<file path="config.mk">
export PLATFORM = sky130hd
export DESIGN_NAME = issue_scoreboard
export DESIGN_NICKNAME = d
export VERILOG_FILES = /design/src/rtl/issue_scoreboard.sv
export SDC_FILE = /design/constraint.sdc
export NUM_CORES = 1
export LEC_CHECK = 0
export BUFFER_PORTS_ARGS = -buffer_cell sky130_fd_sc_hd__buf_2
export CAP_MARGIN = 20
export CORE_ASPECT_RATIO = 1.4
export CORE_UTILIZATION = 60
export CTS_CLUSTER_SIZE = 20
export DETAILED_ROUTE_END_ITERATION = 6
export PLACE_DENSITY = 0.88
export SYNTH_ARGS = -nofsm -noshare
export SYNTH_HDL_FRONTEND = slang
export SYNTH_SLANG_ARGS = --single-unit
</file>
<file path="constraint.sdc">
create_clock -name CLK -period 6.3 [get_ports CLK]
set_input_delay 0.315 -clock CLK [delete_from_list [all_inputs] [get_ports CLK]]
set_output_delay 0.315 -clock CLK [all_outputs]
set_load 0.05 [all_outputs]
</file>
<file path="src/rtl/issue_scoreboard.sv">
// Register/functional-unit issue scoreboard: flags RAW, WAW and structural hazards
// for a decoded instruction and tracks in-flight destinations and busy units.
module issue_scoreboard #(
  parameter int unsigned NUM_REGS  = 32,
  parameter int unsigned NUM_FU    = 4,
  parameter int unsigned WB_BYPASS = 1,
  parameter int unsigned CNT_W     = 16,
  localparam int unsigned REG_W    = (NUM_REGS > 1) ? $clog2(NUM_REGS) : 1,
  localparam int unsigned FU_W     = (NUM_FU > 1) ? $clog2(NUM_FU) : 1
) (
  input  logic                      CLK,
  input  logic                      nRST,
  input  logic                      issue_valid,
  input  logic [REG_W-1:0]          rs1,
  input  logic [REG_W-1:0]          rs2,
  input  logic                      rs1_used,
  input  logic                      rs2_used,
  input  logic [REG_W-1:0]          rd,
  input  logic                      rd_wen,
  input  logic [FU_W-1:0]           fu_sel,
  output logic                      issue_ready,
  output logic                      stall_raw,
  output logic                      stall_waw,
  output logic                      stall_struct,
  input  logic [NUM_FU-1:0]         fu_done,
  input  logic [NUM_FU-1:0]         wb_valid,
  input  logic [NUM_FU*REG_W-1:0]   wb_rd,
  input  logic                      flush,
  output logic [NUM_REGS-1:0]       pending_vec,
  output logic [NUM_FU-1:0]         fu_busy,
  output logic [CNT_W-1:0]          stall_cnt
);

  localparam logic [NUM_REGS-1:0] REG_ONE = NUM_REGS'(1);
  localparam logic [NUM_FU-1:0]   FU_ONE  = NUM_FU'(1);

  logic [NUM_REGS-1:0] r_pend;
  logic [NUM_FU-1:0]   r_busy;
  logic [CNT_W-1:0]    r_cnt;

  logic [NUM_REGS-1:0] w_wb_clr;
  logic [NUM_REGS-1:0] w_eff_pend;
  logic [NUM_FU-1:0]   w_eff_busy;
  logic                w_sel_busy;
  logic                w_raw;
  logic                w_waw;
  logic                w_struct;
  logic                w_issue;
  logic                w_cnt_inc;
  logic [NUM_REGS-1:0] w_pend_nxt;
  logic [NUM_FU-1:0]   w_busy_nxt;

  // Writeback clear mask and bypass-adjusted views of the tracked state
  always_comb begin
    w_wb_clr = '0;
    for (int i = 0; i < NUM_FU; i++) begin
      if (wb_valid[i]) begin
        w_wb_clr = w_wb_clr | (REG_ONE << wb_rd[i*REG_W +: REG_W]);
      end
    end
    w_eff_pend = (WB_BYPASS != 0) ? (r_pend & ~w_wb_clr) : r_pend;
    w_eff_busy = (WB_BYPASS != 0) ? (r_busy & ~fu_done) : r_busy;
  end

  // An out-of-range unit index matches no unit and so reads as busy
  always_comb begin
    w_sel_busy = 1'b1;
    for (int i = 0; i < NUM_FU; i++) begin
      if (fu_sel == FU_W'(i)) begin
        w_sel_busy = w_eff_busy[i];
      end
    end
  end

  always_comb begin
    w_raw = 1'b0;
    w_waw = 1'b0;
    w_struct = 1'b0;
    w_issue = 1'b0;
    w_cnt_inc = 1'b0;
    if (issue_valid) begin
      w_raw = (rs1_used && (rs1 != '0) && (|(w_eff_pend & (REG_ONE << rs1)))) ||
              (rs2_used && (rs2 != '0) && (|(w_eff_pend & (REG_ONE << rs2))));
      w_waw = rd_wen && (rd != '0) && (|(w_eff_pend & (REG_ONE << rd)));
      w_struct = w_sel_busy;
      w_issue = !flush && !w_raw && !w_waw && !w_struct;
      w_cnt_inc = !w_issue && !flush && (r_cnt != '1);
    end
  end

  // Next state: a same-cycle set beats a clear of the same register/unit
  always_comb begin
    w_pend_nxt = r_pend & ~w_wb_clr;
    w_busy_nxt = r_busy & ~fu_done;
    if (w_issue) begin
      w_busy_nxt = w_busy_nxt | (FU_ONE << fu_sel);
      if (rd_wen && (rd != '0)) begin
        w_pend_nxt = w_pend_nxt | (REG_ONE << rd);
      end
    end
    if (flush) begin
      w_pend_nxt = '0;
      w_busy_nxt = '0;
    end
    w_pend_nxt[0] = 1'b0;
  end

  always_ff @(posedge CLK or negedge nRST) begin
    if (!nRST) begin
      r_pend <= '0;
      r_busy <= '0;
      r_cnt  <= '0;
    end else begin
      r_pend <= w_pend_nxt;
      r_busy <= w_busy_nxt;
      if (w_cnt_inc) begin
        r_cnt <= r_cnt + CNT_W'(1);
      end
    end
  end

  assign issue_ready  = w_issue;
  assign stall_raw    = w_raw;
  assign stall_waw    = w_waw;
  assign stall_struct = w_struct;
  assign pending_vec  = r_pend;
  assign fu_busy      = r_busy;
  assign stall_cnt    = r_cnt;

endmodule

</file>
==> flow_metrics.env, run 1 <==
export IMPL_core_area_um2=7450
export IMPL_crit_path_end_kind="flop"
export IMPL_overflow=0
export IMPL_peakVddDrop_mv=0.297
export IMPL_routed_via_density=7.68
export IMPL_drt_iter0_drc=1313
export IMPL_synth_enable_flop_cells=0
export IMPL_die_h_um=107
export IMPL_cts_tree="built"
export IMPL_diodes=0
export IMPL_worstPathMaxFanout=32
export IMPL_layoutNonFillerInstCount=798
export IMPL_placed_area_um2=5200
export IMPL_power_internal_uw=491
export IMPL_ys_warn_count=0
export IMPL_clk_latency_ns=0.32
export IMPL_synthTopCellsByArea="dfrtp_1, nor2_1, nor3_1"
export IMPL_finalSetupTns_ns=0
export IMPL_drv_cap=0
export IMPL_dr_total_vias=6132
export IMPL_antenna_left=0
export IMPL_cts_max_level=2
export IMPL_drt_pass1_iter_count=7
export IMPL_die_width_um=76.7
export IMPL_fmax_mhz=235
export IMPL_clock_skew_ns=0.0122
export IMPL_cp_top_family="simple AND/OR/NAND/NOR gates"
export IMPL_synth_cell_types=60
export IMPL_critPathKind="primary input to flop"
export IMPL_slew_headroom_pct=17.6
export IMPL_synth_avg_cell_area_um2=7.57
export IMPL_synth_largest_area_cell="dfrtp_1"
export IMPL_synth_most_common_cell="nor2_1"
export IMPL_max_stage_delay_ns=0.98
export IMPL_clkTransAtPathRegs_ns=0.10
export IMPL_combPwrFrac_pct=32.1
export IMPL_cp_arrival_ns=4.50
export IMPL_hold_viol_final=0
export IMPL_layout_drive_gt1_share_pct=20.1
export IMPL_grt_util_all_layers_pct=51.7
export IMPL_synth_seq_cells=51
export IMPL_area_growth_pct=14.0
export IMPL_grt_pass1_wl_mm=31.4
export IMPL_start_kind="primary input"
export IMPL_synth_top_area_share_pct=27.2
export IMPL_cp_slowest_cell="nor3_4"
export IMPL_worstPathCellList="buf_2, or4b_1, o22ai_1, nor3_1, clkbuf_4, a2111oi_2, o2111ai_1, a2111oi_2, o22ai_1, nor3_4, buf_4, a31oi_1, nor2_1"
export IMPL_synthTopCellsByCount="nor2_1, nor3_1, dfrtp_1, clkbuf_1, o22ai_1"
export IMPL_grt_start_max_net_pins=52
export IMPL_final_seq_area_um2=1280
export IMPL_status="complete, but fails checks"
export IMPL_clk_path_buf_depth=2
export IMPL_crit_required_ns=6.55
export IMPL_swShare_pct=40.9
export IMPL_synth_nets=672
export IMPL_rows=37
export IMPL_final_cell_area_um2=5340
export IMPL_cellPowerDensity_nw_per_um2=156
export IMPL_start_util_pct=62.9
export IMPL_tightest_slew_ns=1.23
export IMPL_cts_root_buffer="clkbuf_8"
export IMPL_rsz0062_at_grt="false"
export IMPL_drt_wl_total_mm=21.0
export IMPL_design_portCount=108
export IMPL_synth_flop_cell="dfrtp_1"
export IMPL_violations="design-rule violations"
export IMPL_dp_cells=786
export IMPL_clkSinkCount=51
export IMPL_worst_path_buf_inv=3
export IMPL_clock_power_share_pct=24.0
export IMPL_syn_area_um2=4690
export IMPL_antenna_found_initial=0
export IMPL_numCtsBuffers=5
export IMPL_drc_errors=1
export IMPL_layout_nets=753
export IMPL_grt_pass1_vias=5497
export IMPL_synth_yosys_seq_area_share_pct=27.2
export IMPL_period_share_pct=67.5
export IMPL_routedWlPerCell_um=26.3
export IMPL_multi_input_area_um2=3190
export IMPL_seqPwrFrac_pct=43.9
export IMPL_gp_congestion=1.19
export IMPL_finalCriticalPeriod_ns=4.25
export IMPL_hp_class="primary input to flop"
export IMPL_hpwl_mm=15.2
export IMPL_dieArea_um2=8170
export IMPL_setup_viol=0
export IMPL_power_leakage_uw=0.00222
export IMPL_nFillCells=627
export IMPL_p_switching_uw=341
export IMPL_synthArstFlopShare_pct=100
export IMPL_synthCells=619
export IMPL_finalMaxSlewViolations=0
export IMPL_fin_util_pct=71.7
export IMPL_place_port_buffers=106
## area by class of cell
class / count / area share (%)
multi-input cells: 518 / 59.8
flip-flops and latches: 51 / 23.9
repair buffers: 118 / 11.9
well taps: 97 / 2.27
clock buffers: 5 / 1.29
clock inverters: 3 / 0.445
inverters: 6 / 0.422
## worst paths after layout
check	slack, ns	from	endpoint	depth (start not counted)
max	2.05	wb_rd[15]	pending_vec[21]$_DFF_PN0_	13
min	0.30	fu_done[1]	fu_busy[1]$_DFF_PN0_	3
max reg2reg	2.46	pending_vec[16]$_DFF_PN0_	pending_vec[21]$_DFF_PN0_	11
min reg2reg	0.49	stall_cnt[5]$_DFFE_PN0P_	stall_cnt[5]$_DFFE_PN0P_	1
max in group asynchronous	5.45	nRST	stall_cnt[12]$_DFFE_PN0P_	3
min in group asynchronous	0.36	nRST	fu_busy[2]$_DFF_PN0_	2
## sequential cells by signal, summed over array words and instances (netlist names)
name         cells
stall_cnt       16
pending_vec     31
fu_busy          4
## power by group through the flow
stage / clock, uW / sequential (uW) / combinational, uW
after floorplan: 0 / 424 / 119
after global placement: 0 / 369 / 248
after detailed placement: 0 / 371 / 254
after CTS: 198 / 364 / 255
after global routing: 209 / 367 / 277
final: 200 / 365 / 267
## worst min-delay path, stage by stage
cell,delay (ns)
buf_2,0.07
nand2b_1,0.14
a21oi_2,0.06
## per-stage QoR
stage          worst slack (ns)  total power (uW)  hold slack (ns)
6_report                   2.05               832            0.296
5_1_grt                    1.86               854            0.285
4_1_cts                    2.28               818            0.216
3_5_place_dp               1.96               625            0.474
3_3_place_gp               1.97               618            0.464
2_1_floorplan              2.29               543           0.0194
## per-layer routing
layer  global-route usage, %  routed length (um)  up-vias
li1                        -                   -     2570
met1                    58.6                7060     2782
met2                    82.1                9350      607
met3                    15.7                2660      173
met4                    36.8                1910        0
met5                       0                   0        -
## layout by cell type, fill, tap and decap left out, drive strengths merged, types with 5 or more instances in the layout
cell type	n
o22ai	34
nand4	12
nand3b	5
dfrtp	51
a22oi	6
nand3	13
o2111ai	8
nor2b	16
nand2b	17
a2111oi	5
nand4b	14
nand2	29
nor3b	6
o211ai	6
a21oi	10
o221ai	7
a41oi	6
nor4b	6
nor2	85
a32oi	5
a31oi	30
nor4	24
o21ai	30
clkbuf	7
or2	7
and2	8
buf	115
inv	7
nand4bb	10
nor3	61
and3	9
xor2	13
## cell families after synthesis
family / after synthesis / share of synthesized area [%]
buffers and inverters: 50 / 4.62
muxes: 6 / 1.34
AOI/OAI and AO/OA: 160 / 23.4
and+or+nand+nor: 336 / 40.4
xor gates and xnor gates: 14 / 2.62
adders and majority gates: 1 / 0.267
DFF: 51 / 27.2
other: 1 / 0.0800
## what timing repair did
action | CTS | global route
hold endpoints to repair | 0 | 7
resized for setup | 0 | 0
hold buffers | 0 | 1
buffers inserted | 0 | 0
No activity file was read; power rests on OpenSTA's default activity.
==> run 2: changes to the inputs <==
CORE_UTILIZATION = 56   (was 60)
PLACE_DENSITY = 0.82   (was 0.88)
clock period = 4.1 ns   (was 6.3 ns; I/O delays follow)
==> run 2 against run 1 <==
Effect of this change:
- critical path depth stayed put
- highest routed layer unchanged
- clock skew is 0.0039 ns lower
- final cell count is 2.8% higher
- sequential share of layout area is 0.87 points lower
- combinational power is 60% higher
- global-route usage is 1.8 points lower
- routed wire length is 1.8% higher
- worst setup slack worse by 1.5 ns
- register-to-register slack worse by 1.8 ns
- cell area is 3.8% higher
- first-iteration DRC count is 25% lower
- via count is 1.1% higher
- the run still ends with design-rule violations left
- largest cell class unchanged
==> flow_metrics.env, run 2 (synthesis gave the netlist of run 1 again) <==
export IMPL_cts_tree="built"
export IMPL_rows=39
export IMPL_grt_pass1_wl_mm=32.3
export IMPL_numCtsBuffers=5
export IMPL_antenna_found_initial=0
export IMPL_finalSetupTns_ns=0
export IMPL_place_port_buffers=106
export IMPL_peakVddDrop_mv=0.443
export IMPL_slew_headroom_pct=21.2
export IMPL_cp_arrival_ns=3.79
export IMPL_drt_pass1_iter_count=7
export IMPL_layoutNonFillerInstCount=820
export IMPL_layout_nets=770
export IMPL_dr_total_vias=6199
export IMPL_die_h_um=110
export IMPL_cts_max_level=2
export IMPL_routedWlPerCell_um=26.0
export IMPL_crit_required_ns=4.32
export IMPL_drv_cap=0
export IMPL_post_cts_buffers=0
export IMPL_final_common_cell="buf_2"
export IMPL_grt_start_max_net_pins=52
export IMPL_hp_class="primary input to flop"
export IMPL_diodes=0
export IMPL_routed_via_density=7.56
export IMPL_core_area_um2=8150
export IMPL_final_setup_worst_slack_ns=0.523
export IMPL_clkTransAtPathRegs_ns=0.07
export IMPL_status="complete, but fails checks"
export IMPL_dp_cells=808
export IMPL_antenna_left=0
export IMPL_grt_pass1_vias=5658
export IMPL_start_kind="primary input"
export IMPL_placed_area_um2=5350
export IMPL_hold_viol_final=0
export IMPL_tightest_slew_ns=1.17
export IMPL_final_cell_mix="buf_2, nor2_1, nor3_1"
export IMPL_report_power_total_uw=1420
export IMPL_clkSinkCount=51
export IMPL_setup_viol=0
export IMPL_clk_latency_ns=0.30
export IMPL_clock_skew_ns=0.00833
export IMPL_worstPathMaxFanout=34
export IMPL_nFillCells=686
export IMPL_design_portCount=108
export IMPL_cellPowerDensity_nw_per_um2=256
export IMPL_layout_drive_gt1_share_pct=22.0
export IMPL_drt_wl_total_mm=21.4
export IMPL_final_cell_area_um2=5540
export IMPL_finalMaxSlewViolations=0
export IMPL_overflow=0
export IMPL_period_share_pct=87.2
export IMPL_hpwl_mm=16.0
export IMPL_grt_util_all_layers_pct=49.9
export IMPL_detailedPlace_worstSlack_ns=0.421
export IMPL_power_leakage_uw=0.00234
export IMPL_drc_errors=8
export IMPL_dieArea_um2=8740
export IMPL_area_growth_pct=18.3
export IMPL_violations="design-rule violations"
export IMPL_fmax_mhz=280
export IMPL_gp_congestion=1.14
export IMPL_crit_path_end_kind="flop"
export IMPL_critPathKind="primary input to flop"
export IMPL_cts_root_buffer="clkbuf_16"
export IMPL_die_width_um=79.3
export IMPL_largest_register_ffs=31
export IMPL_rsz0062_at_grt="false"
export IMPL_start_util_pct=57.5
export IMPL_drt_iter0_drc=988
export IMPL_clk_path_buf_depth=2
export IMPL_finalCriticalPeriod_ns=3.58
-- run 2: cell types whose count changed in the layout (fill, tap and decap cells not counted), sizes merged --
| cell | before | now |
|---|---|---|
| buf | 115 | 132 |
-- run 2: metrics by stage --
stage | utilization, % | hold slack (ns)
finish | 68.0 | 0.185
global route | 68.0 | 0.227
CTS | 67.5 | 0.152
detailed placement | 65.7 | 0.462
global placement | 65.7 | 0.460
floorplan | - | -0.0906
-- run 2: worst max-delay path, cell delays in order --
cell and delay, ns:
buf_2 0.14, or4b_1 0.61, o22ai_1 0.16, nor3_1 0.11, clkbuf_4 0.20, a221oi_1 0.39
o2111ai_1 0.16, a2111oi_0 0.37, o22ai_1 0.28, nor3_4 0.58, buf_12 0.27, a31oi_1 0.13
nor2_1 0.16
-- run 2: final timing paths --
check | from | to | cells past startpoint | slack [ns]
min | fu_done[0] | fu_busy[0]$_DFF_PN0_ | 3 | 0.19
min reg2reg | stall_cnt[12]$_DFFE_PN0P_ | stall_cnt[12]$_DFFE_PN0P_ | 1 | 0.51
min in group asynchronous | nRST | stall_cnt[14]$_DFFE_PN0P_ | 2 | 0.37
max | wb_rd[15] | pending_vec[6]$_DFF_PN0_ | 13 | 0.52
max in group asynchronous | nRST | pending_vec[21]$_DFF_PN0_ | 3 | 3.21
max reg2reg | pending_vec[4]$_DFF_PN0_ | stall_cnt[7]$_DFFE_PN0P_ | 10 | 0.68
-- run 2: final cells by class --
type                       instances  area [um2]  area share (%)
multi-input combinational        518        3190            57.6
sequential                        51        1280            23.0
timing repair buffer             135         776            14.0
tap                              102         128            2.30
clock buffer                       5         125            2.26
clock inverter                     3        23.8           0.429
inverter                           6        22.5           0.406
-- run 2: power by group --
part | switching (uW) | internal, uW | leakage [uW]
clock network | 197 | 230 | 0.0000717
logic | 313 | 114 | 0.00156
registers | 37.1 | 528 | 0.000704
total | 547 | 871 | 0.00234
-- run 2: layer usage --
layer | share of wire [%] | wire, um | global-route usage (%)
met4 | 9.3 | 1990 | 30.6
met1 | 33 | 7010 | 57.0
met5 | 0 | 0 | 0
met2 | 45 | 9660 | 82.1
met3 | 13 | 2700 | 14.3
-- run 2: what timing repair did --
action	in CTS	in global routing
hold endpoints to repair	0	14
hold buffers	0	1
resized for setup	0	0
